`src/rtl/tcdm_bank_ts_adapter.sv`:
```
`default_nettype none
// ---------------------------------------------------------------------------
// tcdm_bank_ts_adapter : TCDM bank port adapter with atomic test-and-set
// Rev 1.0
// ---------------------------------------------------------------------------
module tcdm_bank_ts_adapter #(
  parameter int unsigned DW     = 32,
  parameter int unsigned AW     = 13,
  parameter int unsigned MEM_AW = 11,
  parameter int unsigned TS_BIT = 12,
  parameter int unsigned IW     = 8,
  parameter int unsigned CNT_W  = 16
) (
  input  logic              clk_i,
  input  logic              rst_i,
  input  logic              clear_i,
  input  logic              req_i,
  output logic              gnt_o,
  input  logic [AW-1:0]     add_i,
  input  logic              wen_i,
  input  logic [DW-1:0]     data_i,
  input  logic [DW/8-1:0]   be_i,
  input  logic [IW-1:0]     id_i,
  output logic              r_valid_o,
  output logic [DW-1:0]     r_data_o,
  output logic [IW-1:0]     r_id_o,
  output logic              mem_req_o,
  output logic              mem_we_o,
  output logic [MEM_AW-1:0] mem_addr_o,
  output logic [DW-1:0]     mem_wdata_o,
  output logic [DW/8-1:0]   mem_be_o,
  input  logic [DW-1:0]     mem_rdata_i,
  output logic [CNT_W-1:0]  stall_cnt_o
);

  localparam logic [0:0] IDLE  = 1'b0;
  localparam logic [0:0] TS_WB = 1'b1;

  localparam logic [CNT_W-1:0] CNT_ONE = {{(CNT_W-1){1'b0}}, 1'b1};

  logic [0:0]        state_q, state_d;
  logic [MEM_AW-1:0] ts_addr_q;
  logic              r_valid_q;
  logic              r_read_q;
  logic [IW-1:0]     r_id_q;
  logic [CNT_W-1:0]  cnt_q, cnt_d;

  logic in_wb;
  logic is_ts;
  logic stall;
  logic unused_add;

  // Only the word address and the test-and-set flag carry meaning.
  assign unused_add = ^add_i[AW-1:MEM_AW];

  assign in_wb = (state_q == TS_WB);
  assign is_ts = wen_i & add_i[TS_BIT];
  assign gnt_o = req_i & ~in_wb & ~rst_i;
  assign stall = req_i & ~gnt_o;

  always_comb begin
    state_d = state_q;
    case (state_q)
      IDLE:    if (gnt_o && is_ts) state_d = TS_WB;
      TS_WB:   state_d = IDLE;
      default: state_d = IDLE;
    endcase
  end

  // Write-back of the all-ones flag takes over the SRAM port; reset aborts it.
  always_comb begin
    mem_req_o   = gnt_o;
    mem_we_o    = ~wen_i;
    mem_addr_o  = add_i[MEM_AW-1:0];
    mem_wdata_o = data_i;
    mem_be_o    = be_i;
    if (in_wb) begin
      mem_req_o   = ~rst_i;
      mem_we_o    = 1'b1;
      mem_addr_o  = ts_addr_q;
      mem_wdata_o = '1;
      mem_be_o    = '1;
    end
  end

  always_comb begin
    cnt_d = cnt_q;
    if (clear_i)
      cnt_d = '0;
    else if (stall && (cnt_q != '1))
      cnt_d = cnt_q + CNT_ONE;
  end

  always_ff @(posedge clk_i) begin
    if (rst_i) begin
      state_q   <= IDLE;
      ts_addr_q <= '0;
      r_valid_q <= 1'b0;
      r_read_q  <= 1'b0;
      r_id_q    <= '0;
      cnt_q     <= '0;
    end else begin
      state_q   <= state_d;
      r_valid_q <= gnt_o;
      cnt_q     <= cnt_d;
      if (gnt_o) begin
        r_read_q <= wen_i;
        r_id_q   <= id_i;
      end
      if (gnt_o && is_ts)
        ts_addr_q <= add_i[MEM_AW-1:0];
    end
  end

  assign r_valid_o   = r_valid_q & ~rst_i;
  assign r_data_o    = (r_valid_o && r_read_q) ? mem_rdata_i : '0;
  assign r_id_o      = r_id_q;
  assign stall_cnt_o = cnt_q;

endmodule
`default_nettype wire

```
`config.mk`:
```
export PLATFORM = sky130hd
export DESIGN_NAME = tcdm_bank_ts_adapter
export DESIGN_NICKNAME = d
export VERILOG_FILES = /design/src/rtl/tcdm_bank_ts_adapter.sv
export SDC_FILE = /design/constraint.sdc
export NUM_CORES = 1
export LEC_CHECK = 0
export CORE_UTILIZATION = 32
export CTS_CLUSTER_DIAMETER = 40
export DETAILED_ROUTE_END_ITERATION = 10
export PLACE_DENSITY = 0.88
export SLEW_MARGIN = 20
export SYNTH_ARGS = -nofsm -noshare
export SYNTH_HDL_FRONTEND = slang
export SYNTH_SLANG_ARGS = --single-unit
```
`constraint.sdc`:
```
create_clock -name clk_i -period 2 [get_ports clk_i]
set_clock_uncertainty 0.1 [all_clocks]
set_input_delay 0.2 -clock clk_i [delete_from_list [all_inputs] [get_ports clk_i]]
set_output_delay 0.2 -clock clk_i [all_outputs]
set_load 0.01 [all_outputs]
```
Word level (Yosys, flattened, before mapping)

Index checks and enable logic that the tools add are counted.

Flip-flop bits (word level): 38
Input bits: 94

Add/subtract/negate cells: 1
Multiplexer cells: 8
Bitwise operators: 9
Reduce and logical (&&, ||, !) cells: 4
Eq/ne operators: 1

Operators by type and width:

| operator                                                         | count |
|---|---|
| 32-bit two-way mux                                               | 2 |
| 16-bit by 1-bit adder with 16-bit output (second input constant) | 1 |
| 16-bit inequality test (second input constant)                   | 1 |
| 11-bit two-way mux                                               | 1 |
| 1-bit bitwise AND                                                | 5 |
| 4-bit two-way mux                                                | 1 |
| 1-bit inverter                                                   | 4 |
| 1-bit logical AND                                                | 3 |
| 1-bit two-way mux                                                | 3 |
| 1-bit case mux with 2 select lines                               | 1 |
| 2-bit OR reduction                                               | 1 |

Depth between registers and ports, before layout

Depth in word-level cells: 6
Depth in mapped cells: 7

Worst setup path before layout

OpenSTA, ideal clock, no wires.

Path type: reg2reg
Start: register cnt_q[0] (netlist: stall_cnt_o[0])
End: register cnt_q[12] (netlist: stall_cnt_o[12])
Clock period less this slack: 1.838 ns
Setup slack: 0.162 ns
Setup time: 0.071 ns
Data required time: 1.829 ns
Cell stages (with the launch flop): 6
Arrival time: 1.667 ns
Cells stage by stage: dfxtp_1 ha_1 nand4_1 or4_1 or3_1 a21oi_1

Longest elaborated chain between the ends: 2

Ends and longest elaborated chain:

| what                                                                             | RTL line | text |
|---|---|---|
| from (decl)                                                                      | 46       | `logic [CNT_W-1:0] cnt_q, cnt_d;` |
| from (signal assigned)                                                           | 105      | `cnt_q <= cnt_d;` |
| branches (longest 2 deep; another with 16-bit by 1-bit adder with 16-bit output) | n/a      |  |

Several ways; the timed one is not identified.
A chain may end at the register's enable or synchronous reset.

Worst setup path in the final report

Start: register state_q (netlist: in_wb)
End: output port mem_addr_o[6]

Longest elaborated chain between the ends: 1

Ends and longest elaborated chain:

| what                   | RTL line | text |
|---|---|---|
| from (decl)            | 41       | `logic [0:0] state_q, state_d;` |
| from (signal assigned) | 103      | `state_q <= state_d;` |
| 11-bit two-way mux     | 77       | `if (in_wb) begin` |
| to (decl)              | 29       | `output logic [MEM_AW-1:0] mem_addr_o,` |

No other way between the ends.

==> impl_metrics.ini <==
[timing]
timing.final.crit_share = 0.974
min_period_ns = 1.95
rsz0062_at_grt = false
max_freq_mhz = 513
relSlewSlack = 0.672
worst_slew_pin_slew_ns = 0.488
final-setup-viol-count = 0
finalHoldViolations = 0
drv_slew = 0

[synthesis]
ys_seq_elements = 38
netlist_top_cells_area = dfxtp_1 (34%), or2_2 (10%), and3_1 (9.4%)
synthCells = 295
synth.distinct_cells = 36
synthesis.nets = 390
ys_seq_area_frac = 0.338
yosysWarnings = 0
synth_top_area_cell = dfxtp_1
syn-mean-instance-area_um2 = 7.63
synth.top_cell.area_share = 0.338
syn_area_um2 = 2250

[clock_tree]
cts-root-buf = clkbuf_8
clk_pin_slew_ns = 0.07
cts_buffer_depth = 2
cts_hold_buf = 0
htree_levels = 2
cts_buffers = 5
cts_sinks = 38
clk_latency_ns = 0.29
cts_tree = built

[global_routing]
grt_start_max_net_pins = 34
gr-total-overflow = 0
grt_pass1_vias = 2749
grt_use_total = 0.235
antenna_found_initial = 0
grt_pass1_wl_mm = 13.6

[finish]
areaGrowthSynthToFinish_pct = 108
drive_above_1_share = 0.171
final_util = 0.688
antenna_cells = 0
post-route-cell-area_um2 = 4670
final_nets = 599

[placed_design]
dpl.hpwl_mm = 7.06
postPlaceCellArea_um2 = 4470
io_buffers = 199
gp_congestion = 0.905

[detailed_routing]
drc = 0
dr.pass1.iters = 4
ant_nets = 0
wl_per_cell_um = 15.4
drtIter0Drc = 131
vias = 2969
drt_wl_total_mm = 9.26
viasPerCell = 4.95

[hold_path]
worstHoldStart = ts_addr_q[5]
holdPathEnd = ts_addr_q[5]
hold_depth = 2
hp-class = reg -> reg

[floorplan]
die-height_um = 85.9
start_util = 0.331
core.rowCount = 30
coreArea_um2 = 6790
io_pins = 201
die_w_um = 85.9
die-area_um2 = 7370

[power]
p_int_mw = 1.36
power_frac_seq = 0.431
swShare = 0.256
powerDensity_nw_per_um2 = 390
p_sw_mw = 0.468
ir_worst_vdd_mv = 0.377
leakage_nw = 2.50
comb_power_share = 0.291
power.share.clock = 0.278

[job]
drv_cap = 0

[worst_setup_path]
critical_path_class = reg -> out
crit_required_ns = 1.70
crit_arrival_ns = 1.65
r2r_start = stall_cnt_o[0]
critPathMaxFanout = 12
start_kind = flip-flop
critPathCaptureType = output port
r2r_end = stall_cnt_o[12]
reg2reg_depth = 5
r2r_slack_ns = 0.14

[run_status]
status = completed
## area by class of cell
class / instances / area (um2)
repair buffers: 224 / 2310
fillers: 547 / 2120
multi-input cells: 231 / 1390
flip-flops and latches: 38 / 764
well taps: 96 / 120
clock buffers: 5 / 68.8
inverters: 4 / 15.0
clock inverters: 2 / 10.0
## cell usage after synthesis (all sizes together)
master	n
a41o	1
or4	3
buf	5
a311oi	1
nor3	7
or3	5
nand2b	9
a21oi	23
o21ai	17
ha	1
and3	34
and4	5
a211oi	1
nand2	36
a31oi	3
mux2i	2
inv	4
a41oi	2
o31ai	2
mux2	11
clkbuf	17
or2	37
nor2b	2
dfxtp	38
nor2	10
o21a	1
nor3b	2
nand4	6
o2111ai	1
nand3	7
a31o	1
nand3b	1
## flip-flops by register name (all words and copies together), names as in the netlist
signal / count
stall_cnt_o: 16
r_id_o: 8
in_wb: 1
ts_addr_q: 11
r_valid_q: 1
r_read_q: 1
## worst max-delay path by stage
stage                   startpoint         endpoint  slack, ns
global placement             rst_i     r_data_o[31]      -0.03
detailed placement           rst_i     r_data_o[17]      -0.08
floorplan           stall_cnt_o[0]  stall_cnt_o[12]       0.16
finish                       in_wb    mem_addr_o[6]       0.05
CTS                          in_wb   mem_addr_o[10]      0.003
global route                 in_wb    mem_addr_o[6]       0.01
## repair_timing
action,in CTS,in global routing
gates resized for setup,30,38
setup buffers,0,0
cloned,1,1
endpoints found under the setup margin,44,40
## power groups by stage
stage	clock network, mW	logic (mW)	registers, mW
after floorplan	0	0.163	0.809
after global placement	0	0.539	0.803
after detailed placement	0	0.547	0.805
after CTS	0.523	0.534	0.788
after global routing	0.557	0.566	0.789
final	0.507	0.531	0.787
## layout by cell type (no fill, tap or decap), types with 2 or more instances in the layout
master / instances
a21oi_1: 23
a31oi_1: 3
a41oi_1: 2
and3_1: 34
and4_1: 4
buf_12: 2
buf_4: 21
clkbuf_8: 5
clkdlybuf4s50_1: 135
clkinv_2: 2
dfxtp_1: 37
dlygate4sd2_1: 27
dlymetal6s2s_1: 37
inv_1: 4
mux2_2: 11
mux2i_1: 2
nand2_1: 35
nand2b_1: 9
nand3_1: 7
nand4_1: 6
nor2_1: 10
nor3_1: 7
o21ai_0: 17
o31ai_1: 2
or2_2: 37
or3_1: 5
or4_1: 3
## cells by family (layout without fill, tap and decap cells)
group,after synthesis,in the layout,synth area share
flip-flops,38,38,0.338
adder cells (fa/ha/maj),1,1,0.00556
AO/OA/AOI/OAI,53,53,0.135
multiplexers,13,13,0.0639
buffers and inverters,26,235,0.0484
AND/OR/NAND/NOR,164,164,0.410
## through the flow
step	cells	TNS, ns	power [mW]	hold slack, ns	setup WS [ns]
finish	600	0	1.82	0.357	0.0514
global placement	591	-0.294	1.34	0.339	-0.0334
global route	600	0	1.91	0.377	0.0139
detailed placement	591	-1.09	1.35	0.347	-0.0757
floorplan	295	0	0.972	0.209	0.162
CTS	599	0	1.84	0.358	0.00257
## critical path: stages, from the launching register on
cell and delay (ns):
dfxtp_4 0.40, buf_12 0.14, mux2_2 0.34, clkdlybuf4s50_1 0.48
## metal layers
layer / vias to the layer above / global-route usage / share of wire
li1: 1461 / - / -
met3: 13 / 0.0703 / 0.080
met5: - / 0 / 0
met1: 1359 / 0.262 / 0.40
met2: 136 / 0.429 / 0.51
met4: 0 / 0.0652 / 0.016
Note: power is estimated with default switching activity, not from simulation.
